File: src/rtl/pattern_scan_controller_if.sv
// Start/abort handshake and status bundle between a word producer and
// the pattern scan controller.
interface pattern_scan_controller_if #(
  parameter int WIDTH = 16,
  parameter int CNT_W = 5
);
  logic             start_valid;
  logic             start_ready;
  logic [WIDTH-1:0] data_in;
  logic [3:0]       pattern;
  logic             abort;
  logic             busy;
  logic             match_pulse;
  logic [CNT_W-1:0] match_count;
  logic             done;

  modport master (
    output start_valid, data_in, pattern, abort,
    input  start_ready, busy, match_pulse, match_count, done
  );

  modport slave (
    input  start_valid, data_in, pattern, abort,
    output start_ready, busy, match_pulse, match_count, done
  );
endinterface

File: src/rtl/pattern_scan_controller.sv
// Shifts an accepted word MSB-first through an overlapping 4-bit Mealy
// detector, counting matches and pulsing done when the last bit is consumed.
module pattern_scan_controller #(
  parameter int WIDTH = 16,
  parameter int CNT_W = 5
) (
  input logic                    CLK,
  input logic                    RESET,
  pattern_scan_controller_if.slave bus
);
  localparam int IDX_W = (WIDTH > 1) ? $clog2(WIDTH) : 1;

  localparam logic [1:0] IDLE = 2'd0;
  localparam logic [1:0] SCAN = 2'd1;
  localparam logic [1:0] DONE = 2'd2;

  logic [1:0]       state_reg;
  logic [WIDTH-1:0] shreg_reg;
  logic [3:0]       pattern_reg;
  logic [2:0]       hist_reg;
  logic [1:0]       vcnt_reg;
  logic [IDX_W-1:0] bit_idx_reg;
  logic [CNT_W-1:0] match_count_reg;

  logic cur_bit;
  logic match_now;
  logic last_bit;

  assign cur_bit  = shreg_reg[WIDTH-1];
  // vcnt gate keeps the zero-initialised history from faking early matches
  assign match_now = (state_reg == SCAN) && (vcnt_reg == 2'd3) &&
                     ({hist_reg, cur_bit} == pattern_reg);
  assign last_bit  = (bit_idx_reg == IDX_W'(WIDTH - 1));

  always_ff @(posedge CLK) begin
    if (RESET) begin
      state_reg       <= IDLE;
      shreg_reg       <= '0;
      pattern_reg     <= '0;
      hist_reg        <= '0;
      vcnt_reg        <= '0;
      bit_idx_reg     <= '0;
      match_count_reg <= '0;
    end else begin
      case (state_reg)
        IDLE: begin
          if (bus.start_valid) begin
            shreg_reg       <= bus.data_in;
            pattern_reg     <= bus.pattern;
            hist_reg        <= '0;
            vcnt_reg        <= '0;
            bit_idx_reg     <= '0;
            match_count_reg <= '0;
            state_reg       <= SCAN;
          end
        end
        SCAN: begin
          if (bus.abort) begin
            match_count_reg <= '0;
            state_reg       <= IDLE;
          end else begin
            hist_reg    <= {hist_reg[1:0], cur_bit};
            shreg_reg   <= {shreg_reg[WIDTH-2:0], 1'b0};
            bit_idx_reg <= bit_idx_reg + 1'b1;
            if (vcnt_reg != 2'd3)
              vcnt_reg <= vcnt_reg + 2'd1;
            if (match_now)
              match_count_reg <= match_count_reg + 1'b1;
            if (last_bit)
              state_reg <= DONE;
          end
        end
        DONE:    state_reg <= IDLE;
        default: state_reg <= IDLE;
      endcase
    end
  end

  assign bus.start_ready = (state_reg == IDLE);
  assign bus.busy        = (state_reg != IDLE);
  assign bus.done        = (state_reg == DONE);
  assign bus.match_pulse = match_now;
  assign bus.match_count = match_count_reg;
endmodule

File: src/flat_wrapper.sv
// flat-port wrapper written by rule: the top's interface ports become plain ports
module pattern_scan_controller_flat 
#(
  parameter int WIDTH = 16,
  parameter int CNT_W = 5
)
  (CLK, RESET, bus_start_valid, bus_data_in, bus_pattern, bus_abort, bus_start_ready, bus_busy, bus_match_pulse, bus_match_count, bus_done);
  pattern_scan_controller_if #(.WIDTH(WIDTH), .CNT_W(CNT_W)) bus_i ();
  input logic CLK;
  input logic RESET;
  input wire logic [$bits(bus_i.start_valid)-1:0] bus_start_valid;
  input wire logic [$bits(bus_i.data_in)-1:0] bus_data_in;
  input wire logic [$bits(bus_i.pattern)-1:0] bus_pattern;
  input wire logic [$bits(bus_i.abort)-1:0] bus_abort;
  output wire logic [$bits(bus_i.start_ready)-1:0] bus_start_ready;
  output wire logic [$bits(bus_i.busy)-1:0] bus_busy;
  output wire logic [$bits(bus_i.match_pulse)-1:0] bus_match_pulse;
  output wire logic [$bits(bus_i.match_count)-1:0] bus_match_count;
  output wire logic [$bits(bus_i.done)-1:0] bus_done;
  assign bus_i.start_valid = bus_start_valid;
  assign bus_i.data_in = bus_data_in;
  assign bus_i.pattern = bus_pattern;
  assign bus_i.abort = bus_abort;
  assign bus_start_ready = bus_i.start_ready;
  assign bus_busy = bus_i.busy;
  assign bus_match_pulse = bus_i.match_pulse;
  assign bus_match_count = bus_i.match_count;
  assign bus_done = bus_i.done;
  pattern_scan_controller #(.WIDTH(WIDTH), .CNT_W(CNT_W)) u_core (.CLK(CLK), .RESET(RESET), .bus(bus_i));
endmodule
File: config.mk
export PLATFORM = sky130hd
export DESIGN_NAME = pattern_scan_controller_flat
export DESIGN_NICKNAME = d
export VERILOG_FILES = /design/src/rtl/pattern_scan_controller_if.sv /design/src/rtl/pattern_scan_controller.sv /design/src/flat_wrapper.sv
export SDC_FILE = /design/constraint.sdc
export NUM_CORES = 1
export LEC_CHECK = 0
export ABC_AREA = 1
export CAP_MARGIN = 10
export CORE_MARGIN = 2
export CORE_UTILIZATION = 45
export DETAILED_ROUTE_END_ITERATION = 10
export PLACE_DENSITY = 0.79
export SYNTH_ARGS = -nofsm -noshare
export SYNTH_HDL_FRONTEND = slang
export SYNTH_SLANG_ARGS = --single-unit
File: constraint.sdc
create_clock -name CLK -period 1.2 [get_ports CLK]
set_input_delay 0.3 -clock CLK [delete_from_list [all_inputs] [get_ports CLK]]
set_output_delay 0.3 -clock CLK [all_outputs]
set_load 0.01 [all_outputs]
# [Word level (Yosys, flattened, before mapping)]
# Cells that the tools add are included.
[classes] n_addsub=3 n_eq_ne=11 mux=21 n_reduce_logical=10
[ops] cell="two-way mux 16 bit" count=2
[ops] cell="one-hot mux 16 bit (2 select lines)" count=1
[ops] cell="two-way mux 5 bit" count=3
[ops] cell="two-way mux 2 bit" count=6
[ops] cell="one-hot mux 5 bit (2 select lines)" count=1
[ops] cell="two-way mux 4 bit" count=2
[ops] cell="inequality test 2 bit (second input constant)" count=4
[ops] cell="one-hot mux 2 bit (2 select lines)" count=2
[ops] cell="one-hot mux 4 bit (2 select lines)" count=1
[ops] cell="two-way mux 3 bit" count=2
[ops] cell="one-hot mux 3 bit (2 select lines)" count=1
[ops] cell="AND reduction 3 bit" count=2
[ops] cell="adder 5 x 1 -> 5 bit (second input constant)" count=1
[ops] cell="adder 4 x 1 -> 4 bit (second input constant)" count=1
[ops] cell="equality test 2 bit (second input constant)" count=2
[ops] cell="equality test 4 bit" count=1
[ops] cell="equality test 4 bit (second input constant)" count=1
[ops] cell="AND reduction 2 bit" count=2
[ops] cell="AND reduction 4 bit" count=1
[ops] cell="nonzero test 2 bit" count=2
[ops] cell="inequality test 3 x 2 -> 1 bit (second input constant)" count=1
[ops] cell="inequality test 3 bit (second input constant)" count=1
[ops] cell="adder 2 x 1 -> 2 bit (second input constant)" count=1
[ops] cell="equality test 2 x 1 -> 1 bit (second input constant)" count=1
[ops] cell="2 further kinds" count=3
[word_totals] output_inout_bits=9 word_cells=52 register_bits=36 inputBits=24

# [Depth between registers and ports, before layout]
[logic_depth] word_depth=6 ltp_mapped=9 depth_no_buf=9

# [Worst setup path after synthesis]
# No wires, ideal clock.
[synth_path] path_type="flip-flop to flip-flop" start="register u_core.state_reg[0]" end="register u_core.bit_idx_reg[3]" t_arrival_ps=1096 path_stages_with_launch=7 setup_slack_ps=-13 synth_period_minus_slack_ps=1213 setup_ps=117 path_cell_list="dfxtp_1 > nor2_2 > nand2_1 > nand2_4 > buf_6 > and3_1 > nor3_2"
[synth_between] elab_chain_cells=3 elab_cells_between_ends=7 cone_classes="eq/ne (3); mux (1); reduce/logical (3)"
[synth_rtl] element="start: declaration" line_no="pattern_scan_controller.sv:17" source="logic [1:0] state_reg;"
[synth_rtl] element="start signal: assignment" line_no="pattern_scan_controller.sv:37" source="state_reg <= IDLE;"
[synth_rtl] element="start signal: assignment" line_no="pattern_scan_controller.sv:54" source="state_reg <= SCAN;"
[synth_rtl] element="start signal: assignment" line_no="pattern_scan_controller.sv:60" source="state_reg <= IDLE;"
[synth_rtl] element="zero test 2 bit (*)"
[synth_rtl] element="named net bus_start_ready" line_no="flat_wrapper.sv:15" source="output wire logic [$bits(bus_i.start_ready)-1:0] bus_start_ready;"
[synth_rtl] element="inequality test 2 bit (no source line) / nonzero test 2 bit (equally long branches)"
[synth_rtl] element="AND reduction 3 bit (no source line)"
[synth_rtl] element="end signal: assignment" line_no="pattern_scan_controller.sv:64" source="bit_idx_reg <= bit_idx_reg + 1'b1;"
[synth_rtl] element="end: declaration" line_no="pattern_scan_controller.sv:22" source="logic [IDX_W-1:0] bit_idx_reg;"
# The timed path passes the listed nets; every way through them passes the cells marked *.
# A chain may end at the register's enable or synchronous reset.

# [Worst setup path after layout]
[layout_path] start="register u_core.state_reg[0]" end="register u_core.match_count_reg[0], in the netlist u_core.bus.match_count[0]"
[layout_between] elab_chain_cells=5 elab_cells_between_ends=9 cone_classes="eq/ne (3); mux (1); reduce/logical (5)"
[layout_rtl] element="equality test 2 x 1 -> 1 bit" line_no="pattern_scan_controller.sv:31, pattern_scan_controller.sv:45"
[layout_rtl] element="logical AND 1 bit (2 in series)" line_no="pattern_scan_controller.sv:31" source="assign match_now = (state_reg == SCAN) && (vcnt_reg == 2'd3) &&"
[layout_rtl] element="inequality test 3 bit (no source line)"
[layout_rtl] element="AND reduction 3 bit (no source line)"
[layout_rtl] element="end signal: assignment" line_no="pattern_scan_controller.sv:68" source="match_count_reg <= match_count_reg + 1'b1;"
[layout_rtl] element="end: declaration" line_no="pattern_scan_controller.sv:23" source="logic [CNT_W-1:0] match_count_reg;"
# Parallel ways exist; a longest one is shown, timed or not.

==> flow_summary.json <==
{
  "hold_class": "register to register",
  "synth_area_per_cell_um2": 7.38,
  "synth.area.top_cells": "dfxtp_1 43%, nand2_1 13%, a21oi_1 5.9%",
  "final_common_cell": "nand2_1",
  "cts.sinks": 36,
  "skew_ns": 0.00686,
  "core_area_um2": 3630,
  "start_kind": "register",
  "postCtsHoldBufs": 0,
  "areaGrowthSynthToFinish_pct": 77.1,
  "die_area_um2": 4250,
  "hpwl_mm": 2.64,
  "period_minus_slack_ns": 1.53,
  "initial_utilization": 0.463,
  "ys_seq_area_frac": 0.428,
  "num_rows": 22,
  "clock_latency_ns": 0.29,
  "die_h_um": 65.2,
  "cap_violations": 0,
  "worst_path_most_repeated_cell": "buf_6",
  "tightestPinTransition_ns": 0.264,
  "setup_viol": 40,
  "netlist_instances": 228,
  "num_antenna_cells": 0,
  "timing.max_slew.rel_slack": 0.824,
  "post_drt_via_cell_ratio": 5.53,
  "vias": 1947,
  "crit_family": "simple AND/OR/NAND/NOR gates",
  "layout-drive-gt1-share": 0.474,
  "drc": 0,
  "post_drt_wl_per_cell_um": 17.6,
  "io_pins": 33,
  "p_per_area_nw_per_um2": 1150,
  "cts_tree": "done",
  "routed_wl_mm": 6.20,
  "clk_path_buf_depth": 2,
  "placedCellCount": 326,
  "cts_buffers": 5,
  "seqPwrFrac": 0.405,
  "grt-ovfl-total": 0,
  "grt_pass1_wl_mm": 8.09,
  "p_sw_frac": 0.297,
  "worst_setup_path_end_kind": "register",
  "fin_nets": 330,
  "synth_nets": 255,
  "p_leak_nw": 1.23,
  "cp_num_buf_inv": 3,
  "postRouteAntennaNets": 0,
  "criticalPathCategory": "register to register",
  "port_buffers": 32,
  "mostFrequentLayoutCells": "49 x nand2_1, 23 x dfxtp_1, 22 x clkdlybuf4s50_1, 21 x buf_4, 20 x o21ai_2",
  "yosys_warnings": 0,
  "hold_violations": 0,
  "netlist_area_um2": 1680,
  "max_stage_delay_ns": 0.37,
  "cp.required_ns": 1.42,
  "holdWs_ns": 0.482,
  "violations": "setup timing",
  "ys_types": 30,
  "peakVddDrop_mv": 0.803,
  "clockRootBuffer": "clkbuf_8",
  "postLayoutCoreUtil": 0.820,
  "synth_area_leader_cell": "dfxtp_1",
  "first_global_vias": 1783,
  "setup_ws_ns": -0.325,
  "grt_antenna_before_repair": 0,
  "chipWidth_um": 65.2,
  "gp_congestion": 0.799,
  "cp.arrival_ns": 1.75,
  "drt_first_pass_iters": 5,
  "slowest_stage": "dfxtp_2",
  "finalMaxSlewViolations": 0,
  "p_sw_mw": 1.02,
  "grt_max_degree": 22,
  "htree_levels": 2,
  "largest_reg_flops": 16,
  "fmax_ghz": 0.656,
  "cp_max_fo": 5,
  "intPower_mw": 2.41,
  "crit_chain": "buf_6 -> inv_4 -> nor2_4 -> nand2_4 -> buf_6 -> or2_0 -> nand3_1 -> nand2_1 -> nor2_1",
  "share_comb_of_total_power": 0.284,
  "fin_cells": 352,
  "clkPwrFrac": 0.311,
  "clk_pin_slew_ns": 0.08,
  "period_share": 1.27,
  "rsz0062_at_grt": "yes",
  "synth-seq-cells": 36,
  "grt.total_usage": 0.246,
  "drtIter0Drc": 175,
  "status": "complete, but fails checks",
  "synth_top_cell_area_share": 0.428
}
-- stage by stage --
step	worst slack, ns	cell area [um2]	power [mW]	setup TNS (ns)
2_1_floorplan	0.0186	1690	1.71	0
3_3_place_gp	-0.421	2240	1.96	-10.92
3_5_place_dp	-0.434	2240	1.98	-11.72
4_1_cts	-0.285	2660	3.19	-4.16
5_1_grt	-0.379	2980	3.56	-11.04
6_report	-0.325	2980	3.44	-9.54
-- power by group through the flow --
stage / Clock [mW] / Combinational [mW] / Sequential, mW
2_1_floorplan: 0 / 0.326 / 1.38
3_5_place_dp: 0 / 0.600 / 1.38
5_1_grt: 1.13 / 1.03 / 1.40
6_report: 1.07 / 0.975 / 1.39
3_3_place_gp: 0 / 0.587 / 1.37
4_1_cts: 1.05 / 0.778 / 1.36
-- repair_timing --
action,in CTS,in global routing
buffers inserted,10,8
endpoints found under the setup margin,43,45
gates cloned,4,1
pin swaps,12,21
gates resized for setup,84,77
-- cells in the mapped netlist --
master	count
a21oi_1	20
buf_2	4
a211oi_1	3
xor2_1	1
a31oi_1	15
or2_0	1
and3_1	1
nor4_1	1
inv_1	15
clkinv_1	1
nor2_1	15
nand2_4	2
ha_1	3
nand2_1	57
buf_6	4
clkbuf_1	2
o21ai_1	15
nand2_2	2
nor2_2	1
buf_1	1
xnor2_1	1
nand3_1	10
o21ai_0	9
o211a_1	1
nor2_4	1
nor3_1	1
nand4_1	1
dfxtp_1	36
nor3_2	1
inv_2	3
-- worst reg2reg max path: cells and delay by family, from the launching register on --
kind | cells | cell delay, ns
flops | 1 | 0.37
buf+inv | 3 | 0.34
simple gates | 6 | 0.74
-- final timing paths --
check                              from                        end  slack (ns)  cells past startpoint
setup / recovery    u_core.state_reg[0]  u_core.bus.match_count[0]       -0.33                      9
hold / removal    u_core.pattern_reg[2]      u_core.pattern_reg[2]        0.48                      2
setup reg to reg    u_core.state_reg[0]  u_core.bus.match_count[0]       -0.33                      9
hold reg to reg   u_core.pattern_reg[2]      u_core.pattern_reg[2]        0.48                      2
-- kinds of logic (layout without fill, tap and decap cells) --
group / count (synthesis) / after routing / synth area share
AO/OA/AOI/OAI: 63 / 63 / 0.206
flip-flops: 36 / 36 / 0.428
adder cells (fa/ha/maj): 3 / 3 / 0.0223
XOR/XNOR: 2 / 2 / 0.0104
buffers and inverters: 30 / 105 / 0.0877
AND/OR/NAND/NOR: 94 / 95 / 0.245
-- cell type report --
| type | count | area [um2] |
|---|---|---|
| Clock buffer | 6 | 72.6 |
| Clock inverter | 2 | 35.0 |
| Fill cell | 202 | 653 |
| Inverter | 19 | 88.8 |
| Multi-Input combinational cell | 163 | 1150 |
| Sequential cell | 36 | 737 |
| Tap cell | 48 | 60.1 |
| Timing Repair Buffer | 78 | 835 |
-- metal layers --
metal  vias up  part of all wire  track usage
li1        913                 -            -
met1       935              0.42        0.306
met2        89              0.51        0.423
met3        10             0.058       0.0394
met4         0             0.012        0.104
met5         -                 0            0
Note: power is estimated with default switching activity, not from simulation.
